===== src/rtl/md_pad_responder.sv =====
// Mega Drive 3/6-button pad responder: drives active-low DB9 pad pins from the host select line.
// Define MD_SIX_BUTTON_EN for the 6-button pad (phase counter, ID phase, timeout); default is 3-button.
module md_pad_responder #(
  parameter int unsigned TIMEOUT_CYC = 36000
) (
  input  logic        clk,
  input  logic        reset,
  input  logic        mdsel,
  input  logic [11:0] btn,
  output logic [5:0]  pad,
  output logic [2:0]  phase
);

  logic       sel_m;
  logic       sel_s;
  logic       sel_d;
  logic       sel_edge;
  logic       sel_fall;
  logic [2:0] f_use;
  logic [11:0] n;
  logic [5:0] pad_next;

  // Two-stage synchronizer plus a delayed copy for edge detection; all idle high.
  always_ff @(posedge clk) begin
    if (reset) begin
      sel_m <= 1'b1;
      sel_s <= 1'b1;
      sel_d <= 1'b1;
    end else begin
      sel_m <= mdsel;
      sel_s <= sel_m;
      sel_d <= sel_s;
    end
  end

  assign sel_edge = sel_s ^ sel_d;
  assign sel_fall = sel_d & ~sel_s;

`ifdef MD_SIX_BUTTON_EN
  localparam int unsigned TW = $clog2(TIMEOUT_CYC + 1);

  logic [2:0]    f;
  logic [2:0]    f_next;
  logic [TW-1:0] t;
  logic [TW-1:0] t_next;

  always_ff @(posedge clk) begin
    if (reset) begin
      f <= 3'd0;
      t <= '0;
    end else begin
      f <= f_next;
      t <= t_next;
    end
  end

  // A select edge always wins over a coincident timeout expiry.
  always_comb begin
    f_next = f;
    t_next = t;
    if (sel_edge) begin
      t_next = '0;
      if (sel_fall) f_next = (f == 3'd4) ? 3'd1 : f + 3'd1;
    end else if (t == TW'(TIMEOUT_CYC - 1)) begin
      f_next = 3'd0;
      t_next = '0;
    end else if (t != TW'(TIMEOUT_CYC)) begin
      t_next = t + TW'(1);
    end
  end

  assign f_use = f;
  assign phase = f;
`else
  logic unused_six;

  assign unused_six = &{1'b0, btn[11:8], sel_edge, sel_fall};
  assign f_use = 3'd0;
  assign phase = 3'd0;
`endif

  assign n = ~btn;

  // Pin map: pad[0..3]=P1..P4, pad[4]=TL, pad[5]=TR.
  always_comb begin
    pad_next = 6'b111111;
    if (sel_s) begin
      if (f_use == 3'd3) pad_next = {n[6], n[5], n[11], n[8], n[9], n[10]};
      else               pad_next = {n[6], n[5], n[3], n[2], n[1], n[0]};
    end else begin
      case (f_use)
        3'd3:    pad_next = {n[7], n[4], 4'b0000};
        3'd4:    pad_next = {n[7], n[4], 4'b1111};
        default: pad_next = {n[7], n[4], 2'b00, n[1], n[0]};
      endcase
    end
  end

  always_ff @(posedge clk) begin
    if (reset) pad <= 6'b111111;
    else       pad <= pad_next;
  end

endmodule


===== config.mk =====
export PLATFORM = sky130hd
export DESIGN_NAME = md_pad_responder
export DESIGN_NICKNAME = d
export VERILOG_FILES = /design/src/rtl/md_pad_responder.sv
export SDC_FILE = /design/constraint.sdc
export NUM_CORES = 1
export LEC_CHECK = 0
export BUFFER_PORTS_ARGS = -buffer_cell sky130_fd_sc_hd__buf_4
export CORE_AREA = 4 4 41 43
export CTS_BUF_LIST = sky130_fd_sc_hd__clkbuf_4
export CTS_CLUSTER_SIZE = 25
export DETAILED_ROUTE_END_ITERATION = 12
export DIE_AREA = 0 0 45 47
export PLACE_DENSITY = 0.55
export REMOVE_ABC_BUFFERS = 1
export SETUP_SLACK_MARGIN = 0.05
export SYNTH_ARGS = -nofsm -noshare
export SYNTH_HDL_FRONTEND = slang
export SYNTH_SLANG_ARGS = --single-unit

===== constraint.sdc =====
create_clock -name clk -period 1.1 [get_ports clk]
set_clock_uncertainty 0.1 [all_clocks]
set_input_delay 0.11 -clock clk [delete_from_list [all_inputs] [get_ports clk]]
set_output_delay 0.11 -clock clk [all_outputs]
set_load 0.02 [all_outputs]

==> flow_summary.json <==
{
  "ant_nets": 0,
  "crit_fanout": 1,
  "wl_per_cell_um": 9.92,
  "fin_tns_setup_ps": 0,
  "yosys_warnings": 0,
  "grt_pass1_wl_um": 917,
  "endpoint_kind": "flop",
  "topRoutingLayerUsed": "met3",
  "synth-seq-cells": 8,
  "path_clk_slew_ps": 50,
  "clock_path_buffers": 2,
  "numCtsBuffers": 3,
  "core_um2": 1300,
  "die_area_um2": 2120,
  "final_common_cell": "buf_4",
  "num-fill-cells": 137,
  "vdd_drop_max_uv": 446,
  "drt_iter0_drc": 0,
  "htreeDepth": 1,
  "grt_start_max_net_pins": 9,
  "routabilityCongestion": 0.597,
  "wl_met2_um": 232,
  "postCtsSetupRepairBufs": 0,
  "synthDistinctLibCells": 9,
  "via_per_inst": 3.56,
  "crit_buf_inv": 2,
  "power.density_nw_per_um2": 1390,
  "num_vias": 217,
  "cts_tree": "yes",
  "synthCells": 24,
  "min_period_ps": 988,
  "required_ps": 1140,
  "wl_met1_um": 217,
  "finalCritPeriodShare_pct": 89.8,
  "ys_seq_area_share_pct": 59.5,
  "setup_viol": 0,
  "final_cell_area_um2": 462,
  "root_buffer": "clkbuf_4",
  "leakage_nw": 0.242,
  "row_count": 13,
  "hold_path_class": "in -> reg",
  "total_power_mw": 0.641,
  "syn_to_final_growth_pct": 71.6,
  "grt.overflow.total": 0,
  "antenna_cells": 0,
  "setup.worst_path.class": "in -> reg",
  "crit_family": "buffers and inverters",
  "whs_ps": 39.4,
  "drive_gt1_share_pct": 50.0,
  "antenna_found_initial": 0,
  "slew_violations": 0,
  "grt_usage_pct": 6.97,
  "first_pass_iters": 1,
  "rsz0062_at_grt": "false",
  "grt_pass1_vias": 234,
  "r2r_cells": 2,
  "finalNetCount": 63,
  "drt_wl_total_um": 605,
  "hold_path_depth": 3,
  "die_y_um": 47,
  "clock_sinks": 8,
  "r2r-start": "sel_s",
  "avgSynthCellArea_um2": 11.2,
  "wl_met3_um": 155,
  "clk_latency_ps": 250,
  "layout_common_cells": "buf_4 (15), dfxtp_1 (8), conb_1 (3), clkbuf_4 (3), dlygate4sd3_1 (3)",
  "pin_count": 24,
  "cp_slowest_cell": "dlygate4sd3_1",
  "critPathArrivalTime_ps": 1030,
  "min_from": "btn[3]",
  "slowest_delay_ps": 540,
  "status": "completed",
  "r2r_setup_slack_ps": 190,
  "cp-start-kind": "input pin",
  "rr_endpoint": "pad[5]",
  "die_w_um": 45,
  "drc": 0,
  "worstPathCellList": "dlygate4sd3_1, buf_4, or2_2",
  "initial_core_util_pct": 20.7,
  "placed_area_um2": 393,
  "hold_viol_final": 0,
  "synth_area_um2": 269,
  "max_freq_ghz": 1.01,
  "max_cap_violations": 0,
  "hold-path-endpoint": "pad[3]",
  "port-buffer-count": 16
}
tightest hold or removal path, cell delays in order:
cell	delay, ps
buf_4	110
inv_1	40
a21o_2	100
where the power goes:
group,switching (mW),internal (mW),total [mW],leakage (nW)
Sequential,0.00591,0.307,0.313,0.0668
Clock,0.0960,0.125,0.221,0.0138
Combinational,0.0456,0.0617,0.107,0.162
Total,0.148,0.493,0.641,0.242
cell families (layout without fill, tap and decap cells):
| kind of cell | count (synthesis) | in the layout | synth area share, % |
|---|---|---|---|
| and+or+nand+nor | 6 | 6 | 14.0 |
| muxes | 2 | 2 | 7.44 |
| buffers and inverters | 5 | 25 | 11.2 |
| other | 1 | 3 | 1.39 |
| DFF | 8 | 8 | 59.5 |
| AOI/OAI and AO/OA | 2 | 2 | 6.51 |
final cells by class:
type	instances	area, um^2	area share [%]
Inverter	2	7.51	1.63
Timing Repair Buffer	20	166	36.0
Clock buffer	3	22.5	4.88
Sequential cell	8	160	34.7
Multi-Input combinational cell	13	86.3	18.7
Tap cell	15	18.8	4.07
synth_stat cells (all sizes together):
library cell  n  area share, %
nand2b        2            4.7
mux2i         2            7.4
dfxtp         8             60
inv           2            2.8
conb          1            1.4
or2           4            9.3
a21o          2            6.5
buf           3            8.4
how the worst max path moves through the flow:
| stage | startpoint | to | slack (ps) | cells past startpoint |
|---|---|---|---|---|
| after floorplan | sel_s | pad[4] | 250 | 2 |
| after global placement | sel_s | pad[4] | 190 | 2 |
| after detailed placement | sel_s | pad[5] | 190 | 2 |
| after CTS | reset | sel_m | 70 | 3 |
| after global routing | mdsel | sel_m | 110 | 3 |
| final | mdsel | sel_m | 110 | 3 |
flip-flops by register name, indices dropped and copies added (netlist names):
register	cells
sel_s	1
sel_m	1
pad	6
layer usage:
layer / GRT usage, % / vias up
met2: 10.5 / 22
met5: 0 / -
met1: 5.96 / 83
met3: 8.43 / 0
li1: - / 112
met4: 1.75 / 0
metrics by stage:
| stage | utilization [%] | std cells | setup slack [ps] |
|---|---|---|---|
| 2_1_floorplan | - | 23 | 248 |
| 3_3_place_gp | 30.2 | 54 | 189 |
| 3_5_place_dp | 30.2 | 54 | 191 |
| 4_1_cts | 35.0 | 61 | 65.7 |
| 5_1_grt | 35.5 | 61 | 109 |
| 6_report | 35.5 | 61 | 112 |
what timing repair did:
item | in CTS | in global routing
gates resized for setup | 0 | 2
hold buffers | 4 | 0
hold endpoints to repair | 8 | 0
endpoints found under the setup margin | 0 | 2
No activity file was read; power rests on OpenSTA's default activity.
